<file path="src/rtl/hovalaag_out_capture_if.sv">
// Hovalaag CPU output port as seen by a downstream consumer; the CPU drives it as master.
// out_strobe marks the one board clock per CPU cycle in which out_valid/out_data may be captured.
interface hovalaag_out_capture_if #(
  parameter int DATA_W = 12
);
  logic [DATA_W-1:0] out_data;
  logic              out_valid;
  logic              out_select;
  logic              out_strobe;

  modport master (output out_data, output out_valid, output out_select, output out_strobe);
  modport slave  (input  out_data, input  out_valid, input  out_select, input  out_strobe);
endinterface

</file>
<file path="src/rtl/hovalaag_out_capture.sv">
// Per-channel capture history of the Hovalaag OUT port with a button-driven view cursor; view_data is registered (1 clk), no backpressure.
// Define OUT_CAPTURE_WRAP_EN to overwrite the oldest entry on a full channel instead of dropping the write.
module hovalaag_out_capture #(
  parameter int DEPTH_LOG2 = 4,
  parameter int DATA_W     = 12
) (
  input  logic                  clk,
  input  logic                  reset,
  hovalaag_out_capture_if.slave cpu,
  input  logic                  view_sel,
  input  logic                  btn_next,
  input  logic                  follow,
  output logic [DATA_W-1:0]     view_data,
  output logic [DEPTH_LOG2-1:0] view_index,
  output logic [DEPTH_LOG2:0]   view_count,
  output logic                  view_empty,
  output logic [1:0]            overflow,
  output logic                  new_entry
);

`ifdef OUT_CAPTURE_WRAP_EN
  localparam bit WRAP_EN = 1'b1;
`else
  localparam bit WRAP_EN = 1'b0;
`endif

  localparam int DEPTH = 1 << DEPTH_LOG2;

  typedef logic [DEPTH_LOG2-1:0] ptr_t;
  typedef logic [DEPTH_LOG2:0]   cnt_t;

  logic [DATA_W-1:0] mem [2][DEPTH];

  ptr_t       wr_ptr     [2];
  cnt_t       count      [2];
  ptr_t       cursor     [2];
  cnt_t       count_nxt  [2];
  ptr_t       cursor_nxt [2];
  logic [1:0] overflow_q;
  logic       btn_q;

  logic       capture;
  logic       btn_edge;
  logic [1:0] cap_ch;
  logic [1:0] full;
  logic [1:0] write_en;
  logic [1:0] wrapped;
  ptr_t       rd_addr;

  assign capture  = cpu.out_strobe & cpu.out_valid;
  assign btn_edge = btn_next & ~btn_q;

  always_comb begin
    cap_ch   = '0;
    full     = '0;
    write_en = '0;
    wrapped  = '0;
    for (int c = 0; c < 2; c++) begin
      count_nxt[c]  = count[c];
      cursor_nxt[c] = cursor[c];
      full[c]       = count[c][DEPTH_LOG2];
      cap_ch[c]     = capture && (cpu.out_select == c[0]);
      write_en[c]   = cap_ch[c] && (!full[c] || WRAP_EN);
      wrapped[c]    = cap_ch[c] && full[c] && WRAP_EN;
      if (write_en[c] && !full[c])
        count_nxt[c] = count[c] + cnt_t'(1);
      // Cursor wrap uses the pre-capture count; follow tracks the post-capture newest entry.
      if (view_sel == c[0]) begin
        if (follow)
          cursor_nxt[c] = (count_nxt[c] == '0) ? '0 : ptr_t'(count_nxt[c] - cnt_t'(1));
        else if (btn_edge && count[c] != '0)
          cursor_nxt[c] = (cnt_t'(cursor[c]) == count[c] - cnt_t'(1)) ? '0 : cursor[c] + ptr_t'(1);
      end
      // Overwriting the oldest entry shifts every relative index down by one.
      if (wrapped[c] && !(follow && view_sel == c[0]) && cursor_nxt[c] != '0)
        cursor_nxt[c] = cursor_nxt[c] - ptr_t'(1);
    end
  end

  // Oldest entry sits count slots behind the write pointer; a full count truncates to 0.
  assign rd_addr = wr_ptr[view_sel] - ptr_t'(count[view_sel]) + cursor[view_sel];

  always_ff @(posedge clk) begin
    for (int c = 0; c < 2; c++)
      if (write_en[c])
        mem[c][wr_ptr[c]] <= cpu.out_data;
  end

  always_ff @(posedge clk) begin
    if (reset) begin
      for (int c = 0; c < 2; c++) begin
        wr_ptr[c] <= '0;
        count[c]  <= '0;
        cursor[c] <= '0;
      end
      overflow_q <= '0;
      new_entry  <= 1'b0;
      view_data  <= '0;
      btn_q      <= btn_next;
    end else begin
      for (int c = 0; c < 2; c++) begin
        wr_ptr[c]     <= wr_ptr[c] + ptr_t'(write_en[c]);
        count[c]      <= count_nxt[c];
        cursor[c]     <= cursor_nxt[c];
        overflow_q[c] <= overflow_q[c] | (cap_ch[c] & full[c]);
      end
      new_entry <= write_en[view_sel];
      btn_q     <= btn_next;
      view_data <= (count[view_sel] == '0) ? '0 : mem[view_sel][rd_addr];
    end
  end

  assign view_index = cursor[view_sel];
  assign view_count = count[view_sel];
  assign view_empty = (count[view_sel] == '0);
  assign overflow   = overflow_q;

endmodule
</file>
<file path="src/flat_wrapper.sv">
// flat-port wrapper written by rule: the top's interface ports become plain ports
module hovalaag_out_capture_flat 
#(
  parameter int DEPTH_LOG2 = 4,
  parameter int DATA_W     = 12
)
  (clk, reset, view_sel, btn_next, follow, view_data, view_index, view_count, view_empty, overflow, new_entry, cpu_out_data, cpu_out_valid, cpu_out_select, cpu_out_strobe);
  hovalaag_out_capture_if #(.DATA_W(DATA_W)) cpu_i ();
  input  logic clk;
  input  logic reset;
  input  logic view_sel;
  input  logic btn_next;
  input  logic follow;
  output logic [DATA_W-1:0] view_data;
  output logic [DEPTH_LOG2-1:0] view_index;
  output logic [DEPTH_LOG2:0] view_count;
  output logic view_empty;
  output logic [1:0] overflow;
  output logic new_entry;
  input wire logic [$bits(cpu_i.out_data)-1:0] cpu_out_data;
  input wire logic [$bits(cpu_i.out_valid)-1:0] cpu_out_valid;
  input wire logic [$bits(cpu_i.out_select)-1:0] cpu_out_select;
  input wire logic [$bits(cpu_i.out_strobe)-1:0] cpu_out_strobe;
  assign cpu_i.out_data = cpu_out_data;
  assign cpu_i.out_valid = cpu_out_valid;
  assign cpu_i.out_select = cpu_out_select;
  assign cpu_i.out_strobe = cpu_out_strobe;
  hovalaag_out_capture #(.DEPTH_LOG2(DEPTH_LOG2), .DATA_W(DATA_W)) u_core (.clk(clk), .reset(reset), .cpu(cpu_i), .view_sel(view_sel), .btn_next(btn_next), .follow(follow), .view_data(view_data), .view_index(view_index), .view_count(view_count), .view_empty(view_empty), .overflow(overflow), .new_entry(new_entry));
endmodule
</file>
<file path="config.mk">
export PLATFORM = sky130hd
export DESIGN_NAME = hovalaag_out_capture_flat
export DESIGN_NICKNAME = d
export VERILOG_FILES = /design/src/rtl/hovalaag_out_capture_if.sv /design/src/rtl/hovalaag_out_capture.sv /design/src/flat_wrapper.sv
export SDC_FILE = /design/constraint.sdc
export NUM_CORES = 1
export LEC_CHECK = 0
export ABC_AREA = 1
export BUFFER_PORTS_ARGS = -buffer_cell sky130_fd_sc_hd__buf_2
export CAP_MARGIN = 0
export CORE_AREA = 2 2 250 252
export CTS_CLUSTER_SIZE = 28
export DETAILED_ROUTE_END_ITERATION = 12
export DIE_AREA = 0 0 252 254
export GPL_ROUTABILITY_DRIVEN = 0
export SETUP_SLACK_MARGIN = 0.05
export SYNTH_ARGS = -nofsm -noshare
export SYNTH_HDL_FRONTEND = slang
export SYNTH_SLANG_ARGS = --single-unit
export TNS_END_PERCENT = 50
</file>
<file path="constraint.sdc">
create_clock -name clk -period 5.3 [get_ports clk]
set_clock_uncertainty 0.15 [all_clocks]
set_input_delay 0.265 -clock clk [delete_from_list [all_inputs] [get_ports clk]]
set_output_delay 0.265 -clock clk [all_outputs]
set_load 0.05 [all_outputs]
</file>
Word level (Yosys, flattened, before mapping)
Memories as Yosys holds them, arrays and structs flattened.
Index checks and enable logic that the tools add are counted.
{ "word_totals": {"regBits": 16, "ram_bits": 410, "input_bits": 20, "elab_cells": 101, "n_memories": 4} }
{ "mem_list": {"columns": ["memory", "depth", "width", "rd", "rd_clocked_by_memory_dff", "write_ports", "line", "text"], "rows": [
  ["u_core.mem", 2, 192, 1, 0, 1, "hovalaag_out_capture.sv:32", "logic [DATA_W-1:0] mem [2][DEPTH];"],
  ["u_core.count", 2, 5, 3, 0, 2, "hovalaag_out_capture.sv:35", "cnt_t count [2];"],
  ["u_core.cursor", 2, 4, 3, 0, 2, "hovalaag_out_capture.sv:36", "ptr_t cursor [2];"],
  ["u_core.wr_ptr", 2, 4, 3, 0, 2, "hovalaag_out_capture.sv:34", "ptr_t wr_ptr [2];"]
]} }
{ "op_classes": {"add_sub_neg": 12, "magnitude_cmp": 6, "n_eq_ne": 2, "mux": 37, "n_bitwise": 17, "n_reduce_logical": 19} }
{ "ops": {"columns": ["cell", "count"], "rows": [
  ["192-bit 2-to-1 mux", 4],
  ["192-bit OR reduction", 1],
  ["12-bit demux with 4-bit select", 2],
  ["4-bit 2-to-1 mux", 14],
  ["12-bit binary-select mux with 4-bit select", 1],
  ["12-bit 2-to-1 mux", 4],
  ["5-bit 2-to-1 mux", 4],
  ["5-bit >= comparator (second input constant)", 3],
  ["5-bit zero test", 3],
  ["4-bit inverter with 5-bit output", 3],
  ["5-bit by 1-bit adder with 5-bit output (second input constant)", 2],
  ["4-bit by 5-bit == test with 1-bit output", 2],
  ["1-bit logical AND", 10],
  ["5-bit by 1-bit < comparator with 1-bit output (second input constant)", 2],
  ["5-bit nonzero test", 2],
  ["5-bit by 1-bit subtractor with 5-bit output (second input constant)", 2],
  ["4-bit by 1-bit adder with 4-bit output", 2],
  ["4-bit by 1-bit adder with 4-bit output (second input constant)", 2],
  ["1-bit 2-to-1 mux", 8],
  ["1-bit OR", 8],
  ["4-bit by 1-bit subtractor with 4-bit output (second input constant)", 2],
  ["4-bit adder", 1],
  ["1-bit bitwise AND", 4],
  ["4-bit subtractor", 1],
  ["4 further kinds", 6]
]} }

Depth between registers and ports, before layout
Gate-level depths: netlist of the first run.
{ "depth": {"depth_word": 10, "mapped_depth": 22, "ltp_nobuf": 16} }

Least setup slack after synthesis of the first run
Ideal clock, no wire load.
{ "synth_timing": {"kind": "in2reg", "from": "input port view_sel", "to": "register u_core.view_data[0]", "setup_time_ps": 113, "arrival_ps": 4248, "required_ps": 5037, "setup_slack_ps": 789, "cell_stages": 17, "path_buffers": 6, "path_cell_list": "buf_6 buf_6 buf_4 buf_2 clkbuf_1 o21ai_0 fa_1 ha_1 xnor2_1 inv_1 clkbuf_1 nand3_1 nand2_1 inv_1 nand2_1 nand2_1 nor2_1"} }
{ "synth_rtl": {"columns": ["element", "line", "text"], "rows": [
  ["start: declaration", "flat_wrapper.sv:11", "input logic view_sel;"],
  ["memory 2 x 4 bit", null, null],
  ["via view_index[2]", "flat_wrapper.sv:15", "output logic [DEPTH_LOG2-1:0] view_index;"],
  ["4-bit adder", "hovalaag_out_capture.sv:81", "assign rd_addr = wr_ptr[view_sel] - ptr_t'(count[view_sel]) + cursor[view_sel];"],
  ["4-bit inverter with 5-bit output (implied by the code)", "hovalaag_out_capture.sv:109", "view_data <= (count[view_sel] == '0) ? '0 : mem[view_sel][rd_addr];"],
  ["12-bit binary-select mux with 4-bit select", "hovalaag_out_capture.sv:109", null],
  ["12-bit 2-to-1 mux (implied by the code) (2 in a row)", "hovalaag_out_capture.sv:109", null],
  ["end signal: assignment", "hovalaag_out_capture.sv:109", null],
  ["end: declaration", "hovalaag_out_capture.sv:13", "output logic [DATA_W-1:0] view_data,"]
]} }
The timed path passes the listed nets, and every way through them passes these cells. The select of a mux whose other input is x is not followed.
A chain may end at the register's enable or synchronous reset.

==> summary.md, run 1 <==
| Metric | Value |
|---|---|
| Site Rows | between 90 and 100 |
| Crit path from | u_core.count[0][0] |
| Slew Limit Headroom | around 8.4% |
| HPWL Detailed | a little under 30000 um |
| Reg clk slew, reported paths | 0.06 ns |
| Library cells used by synthesis | 37 |
| Crit path required time | 5.68 ns |
| Area delta synth->final | 13.2% |
| Worst R2R Start | u_core.count[0][0] |
| Initial Utilization | ~30% |
| Max Slew Vio Count | 0 |
| Nets | 1780 |
| Die width | around 250 um |
| Hold Path Class | in2reg |
| Synthesized area | approximately 18000 um2 |
| Setup Viol. Count Final | 0 |
| FMAX | between 200 and 300 MHz |
| H-tree levels | 2 |
| Routed Antenna Nets | 0 |
| Total Routing Usage GR | 15.3% |
| CP endpoint | u_core.view_data[7] |
| CP Max Fanout | 60 |
| Dpl ws | 1.50 ns |
| Routed wire length | approximately 49000 um |
| Share of layout cells above drive strength 1 | 8.47% |
| Fin crit share | between 60% and 70% |
| Worst skew pair latency | 0.60 ns |
| Worst EP arrival | ~4 ns |
| Vias in the first global route | around 12000 |
| Die Height | roughly 250 um |
| Largest net degree at the start of global routing | between 100 and 150 |
| Setup crit start kind | flip-flop |
| Synth async-reset ratio | 0% |
| Core box area | roughly 61000 um2 |
| Io pins | 45 |
| Synth Net Count | between 1500 and 2000 |
| DR iter-0 viols | about 1300 |
| Congestion Overflow GR | 0 |
| Yosys warning count | 0 |
| Number of fill cells in the layout | a little over 6000 |
| Setup TNS Final | 0 ns |
| Post_cts resized | 0 |
| Initial DRT Pass Iterations | 5 |
| CTS tree | done |
| Wire per inst | about 19 um |
| Fin crit period | 3.63 ns |
| Number of max-cap violations | 0 |
| Number of cells on the worst reg-to-reg path | 12 |
| Vias per inst | just under 5 |
| Avg Synthesized Cell Area | 10.7 um2 |
| Total vias in the final route | ~13000 |
| VDD IR max | between 0.2 and 0.25 mV |
| Synth Flop Type | edfxtp_1 |
| Clock Tree Buf Depth | 3 |
| Initial antenna violation count | 1 |
| P_leak | ~7.3 nW |
| Slew @ Worst Pin | around 1.4 ns |
| Sequential element share of the synthesized area | about two thirds |
| Flop2flop setup slack | approximately 1.7 ns |
| TritonCTS Sinks | between 400 and 500 |
| RSZ-0062 raised after global routing | false |
| FF-to-FF End | u_core.view_data[7] |
| Drt drc | 0 |
| Post-synth EDFFs | approximately 380 |
| Final setup margin | around 1.7 ns |
| Pwr dens | between 300 and 400 nW/um2 |
| Num CTS Buffers | 44 |
| Cells after Synth | ~1700 |
| Die area | 64000 um2 |
| WS Path Type | reg2reg |
| Hold Vio Cnt, Final | 0 |
| Post-CTS setup repair buffer count | 0 |
| Root Buffer | clkbuf_16 |
| Setup crit end kind | flip-flop |
| Hold bufs inserted after CTS | 4 |
| Status | finished, final reports clean |
| Fin util | 33.7% |
| Global-route wire length before repair | roughly 75000 um |
| Number of synthesized register bits | ~430 |
| PortBufs | 44 |
## synth_stat cells (all sizes together), types with 4 or more instances
cell,n,area share (%)
dfxtp,42,4.6
buf,49,2.1
nand3,115,3.2
o22ai,12,0.41
edfxtp,384,63
inv,68,1.4
nand3b,4,0.16
clkbuf,43,0.88
nor2,437,9.0
o211ai,12,0.49
a21oi,22,0.62
o21ai,257,7.1
xor2,6,0.29
nand2,226,4.7
ha,16,1.1
## through the flow
step	std cells	power, mW	cell area (um2)	hold WS (ns)
floorplan	1708	4.72	18300	0.143
global placement	2481	5.18	19200	0.255
detailed placement	2481	5.19	19200	0.256
CTS	2562	8.22	20700	0.0429
global route	2562	8.51	20700	0.0807
finish	2563	8.17	20700	0.0718
## flip-flops by register name, indices dropped and copies added (netlist names)
| signal | flops |
|---|---|
| u_core.mem | 384 |
| u_core.view_data | 12 |
| u_core.count | 10 |
| u_core.cursor | 8 |
| u_core.wr_ptr | 8 |
| u_core.overflow | 2 |
| u_core.btn_q | 1 |
| u_core.new_entry | 1 |
## where the power goes
part	total (mW)	internal, mW	leakage (nW)	switching (mW)
sequential	3.73	3.70	3.80	0.0358
clock	3.05	1.75	0.678	1.30
combinational	1.38	0.386	2.83	0.995
total	8.17	5.84	7.30	2.33
## how the worst min path moves through the flow
stage	from	to	slack, ns	cells after the start
2_1_floorplan	btn_next	u_core.btn_q	0.14	0
3_3_place_gp	btn_next	u_core.btn_q	0.26	1
3_5_place_dp	btn_next	u_core.btn_q	0.26	1
4_1_cts	cpu_out_valid	u_core.count[1][4]	0.04	5
5_1_grt	cpu_out_strobe	u_core.count[1][4]	0.08	5
6_report	cpu_out_strobe	u_core.count[1][4]	0.07	5
## placed cells by master, fill, tap and decap left out, types with 3 or more instances in the layout
master / instances
nand3b_1: 4
inv_1: 65
clkinv_1: 8
ha_1: 15
inv_2: 3
o21ai_0: 203
bufinv_16: 3
edfxtp_1: 384
nand2_1: 225
nand3_1: 114
clkbuf_8: 3
buf_2: 43
nor2_1: 435
xor2_1: 6
dlygate4sd3_1: 4
clkbuf_16: 45
a21oi_1: 21
clkbuf_1: 12
buf_4: 29
o21ai_1: 52
o211ai_1: 12
o22ai_1: 12
clkinv_2: 3
dfxtp_1: 42
## critical path: stages (launching register included)
cell and delay (ns):
dfxtp_1 0.43, inv_1 0.16, o21ai_0 0.38, ha_1 0.30
inv_1 0.09, ha_4 0.22, inv_2 0.90, o21ai_0 0.23
o22ai_1 0.30, nor2_1 0.08, o21ai_1 0.17, nor2_1 0.05
nor2_1 0.10
## logic make-up after synthesis
| family | synth area share, % |
|---|---|
| compound gates | 8.70 |
| xor+xnor | 0.432 |
| fa+ha+maj | 1.43 |
| buf+inv | 4.41 |
| flops | 67.8 |
| simple gates | 17.3 |
## metal layers
layer	share of wire, %	wire (um)	track usage [%]	up-vias
met5	0	0	0	-
met4	3.0	1500	5.16	0
met3	6.8	3380	3.23	85
met2	47	23100	24.9	452
met1	43	21400	20.4	6203
li1	-	-	-	5940
## cell type report
| type | count | area [um2] | area share [%] |
|---|---|---|---|
| multi-input combinational | 1120 | 5100 | 24.7 |
| sequential | 426 | 12400 | 59.9 |
| inverter | 70 | 265 | 1.28 |
| timing repair buffer | 79 | 524 | 2.54 |
| tap | 790 | 988 | 4.78 |
| clock buffer | 60 | 1210 | 5.87 |
| clock inverter | 17 | 194 | 0.939 |
| antenna | 1 | 2.50 | 0.0121 |
No activity file was read; power rests on OpenSTA's default activity.
==> run 2, diff against run 1 <==
Clock period 5.3 ns to 3.3 ns, I/O delays scaled along.
==> summary.md, run 2 (same netlist as run 1, synthesis figures left out) <==
| Metric | Value |
|---|---|
| Die width | 252 um (unchanged) |
| Total Routing Usage GR | 15.4% (+0.031 points) |
| Number of fill cells in the layout | 6066 (-0.75%) |
| Crit path cell chain | inv_1 > nand2_1 > o21ai_1 > fa_1 > fa_2 > buf_4 > clkbuf_16 > nand3_1 > nand2_1 > o21ai_1 > nor2_1 > nor2_1 |
| Hold_sp | cpu_out_data[0] |
| Num CTS Buffers | 44 (unchanged) |
| Total vias in the final route | 12700 (+0.071%) |
| Pwr dens | 630 nW/um2 (+59%) |
| Number of cells on the worst reg-to-reg path | 12 (unchanged) |
| Global-route wire length before repair | 75000 um (+0.35%) |
| Worst path slowest cell | fa_1 |
| Fin util | 34.2% (+0.50 points) |
| FMAX | 330 MHz (+20%) |
| Inst Count DP | 2501 (+0.81%) |
| Die Height | 254 um (unchanged) |
| Slowest stage delay, CP | 0.58 ns (-0.32 ns) |
| Status | finished, final reports clean |
| FF+latch area | 12400 um2 (unchanged) |
| Largest net degree at the start of global routing | 196 (+47%) |
| Core box area | 61300 um2 (unchanged) |
| Switching part of the total | 28.7% (+0.14 points) |
| Tot Pwr | 13.2 mW (+62%) |
| Nets | 1807 (+1.5%) |
| Initial antenna violation count | 0 (-1) |
| Worst EP arrival | 3.38 ns (-0.63 ns) |
| WS Path Type | reg2reg |
| HPWL Detailed | 29300 um (+1.1%) |
| Combinational power share | 17.6% (+0.7 points) |
| Setup Viol. Count Final | 0 (unchanged) |
| Crit path required time | 3.65 ns (-2.03 ns) |
| Worst R2R Start | u_core.count[1][1] |
| Vias per inst | 4.90 (-1.0%) |
| P_sw | 3.79 mW (+62%) |
| Max Slew Vio Count | 0 (unchanged) |
| VDD IR max | 0.339 mV (+47%) |
| Flop2flop setup slack | 0.27 ns (-1.40 ns) |
| FF-to-FF End | u_core.view_data[6] |
| Routed Antenna Nets | 0 (unchanged) |
| Drt drc | 0 (unchanged) |
| Cell depth of the worst hold path | 1 (-4) |
| Final Non-Filler Cells | 2591 (+1.1%) |
| Number of max-cap violations | 0 (unchanged) |
| Clock Tree Buf Depth | 3 (unchanged) |
| Congestion Overflow GR | 0 (unchanged) |
| Root Buffer | clkbuf_16 |
| Hold EP | u_core.mem[0][0] |
| Routed wire length | 49500 um (+0.37%) |
| Fin crit share | 91.8% (+23 points) |
| Setup TNS Final | 0 ns (unchanged) |
| Worst skew pair latency | 0.60 ns (about the same) |
| Initial DRT Pass Iterations | 5 (unchanged) |
| Fin crit period | 3.03 ns (-0.600 ns) |
| Setup crit start kind | flip-flop |
| Multi-input gate area | 5120 um2 (+0.47%) |
| DR iter-0 viols | 1358 (+7.6%) |
| Slew @ Worst Pin | 1.25 ns (-0.120 ns) |
| Commonest non-fill, non-tap cell in the layout | nor2_1 |
| H-tree levels | 2 (unchanged) |
| Wire per inst | 19.1 um (-0.72%) |
| Reg clk slew, reported paths | 0.06 ns (about the same) |
| PortBufs | 44 (unchanged) |
| Vias in the first global route | 12300 (+1.7%) |
| Clock share of power | 36.9% (-0.5 points) |
| Hold Path Class | in2reg |
| RSZ-0062 raised after global routing | false |
| Antenna cells | 0 (-1) |
| Fin Hold WS | 0.00243 ns (-0.0693 ns) |
| P_leak | 7.47 nW (+2.3%) |
| Site Rows | 91 (unchanged) |
| TritonCTS Sinks | 426 (unchanged) |
| Initial Utilization | 29.8% (unchanged) |
| Area delta synth->final | 14.9% |
| Setup crit end kind | flip-flop |
| Io pins | 45 (unchanged) |
| Hold Vio Cnt, Final | 0 (unchanged) |
| Die area | 64000 um2 (unchanged) |
| Number of flip-flops in the largest register | 384 (unchanged) |
| Commonest non-fill, non-tap cells in the layout | 436 x nor2_1, 384 x edfxtp_1, 224 x nand2_1 |
| CP Max Fanout | 28 (-53%) |
| CTS tree | done |
| Internal power | 9.41 mW (+61%) |
| Reg power frac | 45.5% (-0.2 points) |
| Share of layout cells above drive strength 1 | 9.72% (+1.3 points) |
| Slew Limit Headroom | 16.5% (+8.1 points) |
[run 2: cell count changes in the layout (fill, tap and decap cells not counted), moves of 2 or more]
cell           before  now
o21ai_0           203  199
clkinv_1            8    6
clkbuf_1           12   17
clkbuf_8            3    1
buf_12              2    7
dlygate4sd3_1       4    9
o21ai_2             2    4
buf_4              29   45
[run 2: final cells by class]
| type | count | share of cell area [%] |
|---|---|---|
| well taps | 790 | 4.71 |
| multi-input cells | 1120 | 24.4 |
| clock inverters | 16 | 0.913 |
| flip-flops and latches | 426 | 59.0 |
| inverters | 70 | 1.27 |
| clock buffers | 63 | 5.74 |
| repair buffers | 106 | 3.91 |
[run 2: worst max-delay path: cells and delay by family (launching register included)]
kind            cells  cell delay [ns]
buf+inv             3             0.51
simple gates        5             0.45
fa+ha+maj           2             1.08
compound gates      2             0.37
flops               1             0.40
[run 2: per-layer routing]
metal / track usage [%] / part of all wire (%) / up-vias
met2: 25.8 / 48 / 461
met5: 0 / 0 / -
met4: 5.34 / 2.9 / 0
met3: 2.42 / 6.6 / 81
li1: - / - / 5999
met1: 20.1 / 42 / 6148
[run 2: power by group through the flow]
stage	combinational [mW]	clock [mW]	sequential [mW]
global placement	2.26	0	6.12
CTS	2.29	4.95	6.00
global route	2.56	5.17	6.00
finish	2.32	4.88	6.00
floorplan	1.39	0	6.21
detailed placement	2.28	0	6.12
[run 2: how the worst max path moves through the flow]
stage	slack [ns]	start	to	depth (start not counted)
floorplan	0.07	view_sel	u_core.view_data[0]	16
global placement	0.29	u_core.wr_ptr[1][0]	u_core.view_data[7]	17
detailed placement	0.22	u_core.wr_ptr[0][1]	u_core.view_data[2]	10
CTS	0.22	u_core.wr_ptr[0][1]	u_core.view_data[2]	10
global route	0.10	u_core.count[1][1]	u_core.view_data[7]	13
finish	0.27	u_core.count[1][1]	u_core.view_data[6]	12
[run 2: what timing repair did]
action / 4_1_cts / 5_1_grt
setup buffers: 0 / 1
endpoints found under the hold margin: 26 / 0
hold buffers: 9 / 0
setup endpoints to repair: 0 / 2
gates resized for setup: 0 / 1
[run 2: through the flow]
step / cell area, um2 / setup slack [ns]
3_3_place_gp: 19400 / 0.286
3_5_place_dp: 19400 / 0.218
4_1_cts: 20900 / 0.223
5_1_grt: 21000 / 0.102
2_1_floorplan: 18300 / 0.0734
6_report: 21000 / 0.270
